File: src/rtl/mod_counter.sv
// mod_counter: up/down modulo-MODULUS counter with synchronous clear and load,
// free-run or one-shot terminal behaviour, and an optional saturating wrap
// counter.
//
// Optional feature macro: MOD_COUNTER_WRAPCNT_EN (adds the wrap_cnt port).
//
// Ports:
//   clk       clock, all state updates on the rising edge
//   rstn      asynchronous active-low reset
//   en        count enable
//   up        direction, 1 = up, 0 = down
//   clr       synchronous clear (highest priority)
//   load      synchronous load strobe (load_val saturated to MODULUS-1)
//   load_val  load value
//   oneshot   1 = stop at the terminal value, 0 = wrap around
//   cnt       registered count, always 0..MODULUS-1
//   tc        combinational terminal count (enabled and at the end of range)
//   carry     registered one-cycle pulse on each wrap/terminal event
//   done      registered, high while the one-shot has stopped
//   wrap_cnt  registered saturating count of carry pulses (macro builds only)
module mod_counter #(
  parameter int unsigned WIDTH   = 5,
  parameter int unsigned MODULUS = 18,
  parameter int unsigned WRAP_W  = 8
) (
  input  logic             clk,
  input  logic             rstn,
  input  logic             en,
  input  logic             up,
  input  logic             clr,
  input  logic             load,
  input  logic [WIDTH-1:0] load_val,
  input  logic             oneshot,
  output logic [WIDTH-1:0] cnt,
  output logic             tc,
  output logic             carry,
  output logic             done
`ifdef MOD_COUNTER_WRAPCNT_EN
  ,
  output logic [WRAP_W-1:0] wrap_cnt
`endif
);

  localparam logic [WIDTH-1:0] CNT_MAX = WIDTH'(MODULUS - 1);
  localparam logic [WIDTH:0]   MOD_EXT = (WIDTH + 1)'(MODULUS);

  typedef enum logic {
    RUN  = 1'b0,
    DONE = 1'b1
  } state_t;

  state_t           state;
  state_t           state_next;
  logic [WIDTH-1:0] cnt_next;
  logic             carry_next;
  logic             at_end;
  logic [WIDTH-1:0] load_sat;

  // Out-of-range load values clamp to the top of the count range.
  assign load_sat = ({1'b0, load_val} >= MOD_EXT) ? CNT_MAX : load_val;

  always_comb begin
    at_end     = up ? (cnt == CNT_MAX) : (cnt == '0);
    tc         = en & at_end & (state == RUN);
    state_next = state;
    cnt_next   = cnt;
    carry_next = 1'b0;

    if (clr) begin
      state_next = RUN;
      cnt_next   = '0;
    end else if (load) begin
      state_next = RUN;
      cnt_next   = load_sat;
    end else begin
      case (state)
        RUN: begin
          if (en) begin
            if (at_end) begin
              carry_next = 1'b1;
              if (oneshot) begin
                state_next = DONE;
              end else begin
                cnt_next = up ? '0 : CNT_MAX;
              end
            end else begin
              cnt_next = up ? cnt + 1'b1 : cnt - 1'b1;
            end
          end
        end
        DONE: begin
          state_next = DONE;
        end
        default: begin
          state_next = RUN;
        end
      endcase
    end
  end

  always_ff @(posedge clk or negedge rstn) begin
    if (!rstn) begin
      state <= RUN;
      cnt   <= '0;
      carry <= 1'b0;
      done  <= 1'b0;
    end else begin
      state <= state_next;
      cnt   <= cnt_next;
      carry <= carry_next;
      done  <= (state_next == DONE);
    end
  end

`ifdef MOD_COUNTER_WRAPCNT_EN
  // Counts on the same edge that raises carry, so it tracks carry pulses exactly.
  always_ff @(posedge clk or negedge rstn) begin
    if (!rstn) begin
      wrap_cnt <= '0;
    end else if (clr) begin
      wrap_cnt <= '0;
    end else if (carry_next && (wrap_cnt != '1)) begin
      wrap_cnt <= wrap_cnt + 1'b1;
    end
  end
`else
  // WRAP_W stays in the parameter list so instantiations are build-independent.
  if (WRAP_W == 0) begin : g_wrap_w_unused
  end
`endif

endmodule
File: config.mk
export PLATFORM = sky130hd
export DESIGN_NAME = mod_counter
export DESIGN_NICKNAME = d
export VERILOG_FILES = /design/src/rtl/mod_counter.sv
export SDC_FILE = /design/constraint.sdc
export NUM_CORES = 1
export LEC_CHECK = 0
export CAP_MARGIN = 0
export CORE_MARGIN = 4
export CORE_UTILIZATION = 39
export CTS_CLUSTER_DIAMETER = 40
export DETAILED_ROUTE_END_ITERATION = 12
export PLACE_DENSITY = 0.84
export SLEW_MARGIN = 0
export SYNTH_ARGS = -nofsm -noshare
export SYNTH_HDL_FRONTEND = slang
export SYNTH_SLANG_ARGS = --single-unit
export TNS_END_PERCENT = 100
File: constraint.sdc
create_clock -name clk -period 2.2 [get_ports clk]
set_clock_uncertainty 0.05 [all_clocks]
set_input_delay 0.44 -clock clk [delete_from_list [all_inputs] [get_ports clk]]
set_output_delay 0.44 -clock clk [all_outputs]
set_load 0.01 [all_outputs]
# [Yosys cells after proc, flatten, opt, wreduce, memory -nomap -nowiden]
# Cells that the tools add are included.
[op_classes] n_mux=21 magnitude_cmp=1 n_eq_ne=3 bitwise=3 reduce_logical=3 n_addsub=2
[ops] cell="2-to-1 mux 5 bit" count=9
[ops] cell="2-to-1 mux 1 bit" count=11
[ops] cell="adder 5 x 1 -> 5 bit (second input constant)" count=1
[ops] cell="== test 5 bit (second input constant)" count=1
[ops] cell=">= comparator 5 bit (second input constant)" count=1
[ops] cell="zero test 5 bit" count=1
[ops] cell="subtractor 5 x 1 -> 5 bit (second input constant)" count=1
[ops] cell="inequality test 4 bit (second input constant)" count=1
[ops] cell="inequality test 3 bit (second input constant)" count=1
[ops] cell="AND reduction 3 bit" count=1
[ops] cell="nonzero test 3 bit" count=1
[ops] cell="AND 1 bit" count=2
[ops] cell="one-hot mux 1 bit (2 select lines)" count=1
[ops] cell="inverter 1 bit" count=1
[word_totals] regBits=7 in_bits=12 out_inout_bits=8

# [Logic depth before layout (Yosys ltp)]
[logic_depth] depth_word=7 mapped_depth=7

# [Worst setup path before layout]
# Ideal clock, no wire load.
[synth_path] kind="in2reg" from="input port up" to="register cnt[4]" cell_stages=7 arrival_time_ps=1969 path_slack_ps=62 path_buffers=0 required_ps=2032 cell_sequence="inv_1 -> fa_1 -> a21o_1 -> a21oi_1 -> mux2i_1 -> or3_1 -> a21o_1"
[synth_via] elab_chain_cells=7 elab_cells_between_ends=11 classes_between="1 x eq/ne; 9 x mux; 1 x reduce/logical"
[synth_lines] element="from (decl)" line_no="29" rtl="input logic up,"
[synth_lines] element="2-to-1 mux 5 bit" line_no="84" rtl="cnt_next = up ? '0 : CNT_MAX;"
[synth_lines] element="2-to-1 mux 5 bit" line_no="81" rtl="if (oneshot) begin"
[synth_lines] element="2-to-1 mux 5 bit" line_no="79" rtl="if (at_end) begin"
[synth_lines] element="2-to-1 mux 5 bit" line_no="78" rtl="if (en) begin"
[synth_lines] element="2-to-1 mux 5 bit" line_no="76" rtl="case (state)"
[synth_lines] element="2-to-1 mux 5 bit" line_no="72" rtl="end else if (load) begin"
[synth_lines] element="2-to-1 mux 5 bit" line_no="69" rtl="if (clr) begin"
[synth_lines] element="to (signal assigned)" line_no="109" rtl="cnt <= cnt_next;"
[synth_lines] element="to (decl)" line_no="34" rtl="output logic [WIDTH-1:0] cnt,"
# Several ways; a longest one is shown, not always the timed one. The select of a mux whose other input is x is not followed.
# A chain may end at the register's enable or synchronous reset.

# [Worst setup path in the final report]
[layout_path] from="input port up" to="output port tc"
[layout_via] elab_chain_cells=3
[layout_lines] element="2-to-1 mux 1 bit" line_no="63" rtl="at_end = up ? (cnt == CNT_MAX) : (cnt == '0);"
[layout_lines] element="AND 1 bit (2 in a row)" line_no="64" rtl="tc = en & at_end & (state == RUN);"
[layout_lines] element="to (decl)" line_no="35" rtl="output logic tc,"
# Every way passes these cells.

==> impl_metrics.env <==
export IMPL_dp_hpwl_mm=1.33
export IMPL_ys_seq_area_share_pct=29.8
export IMPL_p_seq_share_pct=30.9
export IMPL_synthFlopType="dfrtp_1"
export IMPL_chipWidth_um=46.8
export IMPL_met2_usage_pct=29.0
export IMPL_place_area_sq_um=897
export IMPL_pwr_share_comb_pct=44.8
export IMPL_cts_buffers=3
export IMPL_synthXorXnorAreaFrac_pct=4.47
export IMPL_switchingPower_uw=182
export IMPL_worstSkewPairLatency_ns=0.26
export IMPL_busiest_layer="met2"
export IMPL_portBuffers=19
export IMPL_fin_nets=113
export IMPL_path_buf_inv=3
export IMPL_yosysTopAreaCell="dfrtp_1"
export IMPL_hold_viol=0
export IMPL_crit_type="input port to output pin"
export IMPL_row_count=13
export IMPL_async_flop_share_pct=100
export IMPL_synth_fp_nets=76
export IMPL_start_util_pct=43.0
export IMPL_antenna_left=0
export IMPL_clkTransAtPathRegs_ns=0.06
export IMPL_drcViolationCount=0
export IMPL_place_congestion=0.812
export IMPL_synthMuxAreaShare_pct=1.70
export IMPL_clock_fmax_mhz=482
export IMPL_start_kind="input port"
export IMPL_track_usage_pct=17.9
export IMPL_p_leak_uw=0.000435
export IMPL_synth_seq_cells=7
export IMPL_h_tree_depth=1
export IMPL_swShare_pct=34.6
export IMPL_synthSimpleGateAreaFrac_pct=16.6
export IMPL_grt_first_pass_wirelength_mm=2.72
export IMPL_fin_tns_setup_ns=0
export IMPL_setup_viol_count_final=0
export IMPL_synth_top_family_by_area="compound AO/OA/AOI/OAI gates"
export IMPL_final_util_pct=68.2
export IMPL_dieArea_sq_um=2190
export IMPL_status="completed"
export IMPL_clkSinkCount=7
export IMPL_post_place_cells=107
export IMPL_clockBufferDepth=2
export IMPL_rsz0062_at_grt="no"
export IMPL_critPathRequiredTime_ns=1.71
export IMPL_arrival_ns=1.58
export IMPL_maxSlewViolCount=0
export IMPL_dp_slack_ns=-0.481
export IMPL_antenna_found_initial=0
export IMPL_dr_pass1_iters=3
export IMPL_hp_class="input port to async pin"
export IMPL_worstSetupEndpointType="output pin"
export IMPL_crit_path_max_fanout=5
export IMPL_syn_area_per_cell_sq_um=9.80
export IMPL_cpMostUsedCell="dlygate4sd2_1"
export IMPL_min_period_ns=2.07
export IMPL_irDropWorstVdd_mv=0.219
export IMPL_p_per_area_nw_per_um2=563
export IMPL_cp_top_family="buffers and inverters"
export IMPL_cts_tree="yes"
export IMPL_antenna_cells=0
export IMPL_synth_most_common_cell="dfrtp_1"
export IMPL_first_iter_violations=16
export IMPL_wl_per_cell_um=15.2
export IMPL_slew_headroom_pct=76.5
export IMPL_cts_hold_buf=0
export IMPL_wl_mm=1.68
export IMPL_fin_crit_sh_pct=94.3
export IMPL_critPathMaxStageDelay_ns=0.28
export IMPL_num_vias=623
export IMPL_pwr_share_clk_pct=24.4
export IMPL_syn2layout_area_growth_pct=58.5
export IMPL_finalNonFillerCells=111
export IMPL_synth_compound_area_share_pct=31.7
export IMPL_ys_top_cells_by_area="dfrtp_1 30%, ha_1 6.4%, a311oi_4 4.5%"
export IMPL_yosysTopAreaCellShare_pct=29.8
export IMPL_grt_pass1_vias=634
export IMPL_dieHeight_um=46.8
export IMPL_cap_violations=0
export IMPL_netlist_area_sq_um=588
export IMPL_critPathSlowestCell="dlygate4sd2_1"
export IMPL_root_buffer="clkbuf_4"
export IMPL_p_int_uw=343
export IMPL_core_sq_um=1370
export IMPL_synth_edff_count=0
export IMPL_grt_max_degree=9
export IMPL_stdcell_area_sq_um=932
export IMPL_io_pins=20
export IMPL_drive_above_1_share_pct=29.2
export IMPL_yosysWarnings=0
export IMPL_ys_top_cells_by_count="7 x dfrtp_1, 6 x inv_1, 4 x nand2_1"
export IMPL_synth_cell_type_count=33
export IMPL_tightest_slew_ns=0.353
export IMPL_synthCells=60
export IMPL_overflow=0
export IMPL_post_drt_via_cell_ratio=5.61
export IMPL_fin_ws_ns=0.126
export IMPL_grtUsageMet1_pct=20.8
export IMPL_cp_cell_sequence="dlygate4sd2_1, buf_4, and3_1, o21ai_0, nor2_1, dlygate4sd2_1"
export IMPL_synthAdderAreaFrac_pct=9.79
export IMPL_grtUsageMet3_pct=3.07
-- power by group through the flow --
stage	Sequential, uW	Clock [uW]	Combinational, uW
floorplan	168	0	109
global placement	163	0	223
detailed placement	164	0	230
CTS	162	130	234
global route	164	138	254
finish	162	128	235
-- final cells by class --
| class | count | area, sq um |
|---|---|---|
| inverter | 6 | 22.5 |
| tap | 15 | 18.8 |
| multi-input combinational | 45 | 389 |
| clock buffer | 4 | 26.3 |
| fill | 113 | 434 |
| timing repair buffer | 34 | 300 |
| sequential | 7 | 175 |
-- sequential cells by signal (all words and copies together), names as in the netlist --
name	cells
carry	1
state	1
cnt	5
-- per-stage QoR --
step / power, uW / hold WS [ns]
after floorplan: 277 / 0.0944
after global placement: 386 / 0.530
after detailed placement: 394 / 0.537
after CTS: 526 / 0.401
after global routing: 556 / 0.410
final: 524 / 0.393
-- kinds of logic (layout without fill, tap and decap cells) --
| logic type | count (synthesis) | count (layout) |
|---|---|---|
| XOR/XNOR | 3 | 3 |
| adder cells (fa/ha/maj) | 4 | 4 |
| flip-flops | 7 | 7 |
| AND/OR/NAND/NOR | 16 | 16 |
| AO/OA/AOI/OAI | 21 | 21 |
| multiplexers | 1 | 1 |
| buffers and inverters | 8 | 44 |
-- worst reg2reg max path: cells and delay by family (launching register included) --
kind	cells	cell delay, ns
AOI/OAI and AO/OA	3	0.53
adders and majority gates	1	0.40
DFF	1	0.47
muxes	1	0.09
and+or+nand+nor	1	0.38
-- metal layers --
metal | vias up | share of wire [%] | wire (um)
met4 | 0 | 4.0 | 68
li1 | 303 | - | -
met1 | 290 | 43 | 723
met3 | 7 | 5.2 | 87
met2 | 23 | 48 | 805
met5 | - | 0 | 0
-- timing repair --
action / in CTS / in global routing
resized for setup: 6 / 0
hold endpoints to repair: 0 / 0
endpoints found under the setup margin: 2 / 0
buffers inserted: 0 / 0
-- path summary, 6_finish.rpt --
| kind | startpoint | to | slack, ns | depth (start not counted) |
|---|---|---|---|---|
| max in group asynchronous | rstn | carry | 1.45 | 1 |
| hold / removal | rstn | cnt[3] | 0.39 | 1 |
| min in group clk | state | state | 0.55 | 2 |
| setup reg to reg | cnt[0] | cnt[4] | 0.17 | 6 |
| hold reg to reg | state | state | 0.55 | 2 |
| setup / recovery | up | tc | 0.13 | 6 |
-- placed cells by master, fill, tap and decap left out, types with 2 or more instances in the layout --
| master | instances |
|---|---|
| nand2_1 | 4 |
| o21ai_0 | 2 |
| o31ai_1 | 3 |
| dlygate4sd2_1 | 2 |
| inv_1 | 5 |
| a21oi_2 | 2 |
| clkbuf_4 | 3 |
| a32oi_1 | 2 |
| nor2_1 | 2 |
| ha_1 | 3 |
| xnor2_1 | 2 |
| dfrtp_1 | 7 |
| nor3_1 | 2 |
| a21o_1 | 3 |
| clkdlybuf4s50_1 | 17 |
| buf_4 | 15 |
Power figures use the tool's default switching activity.
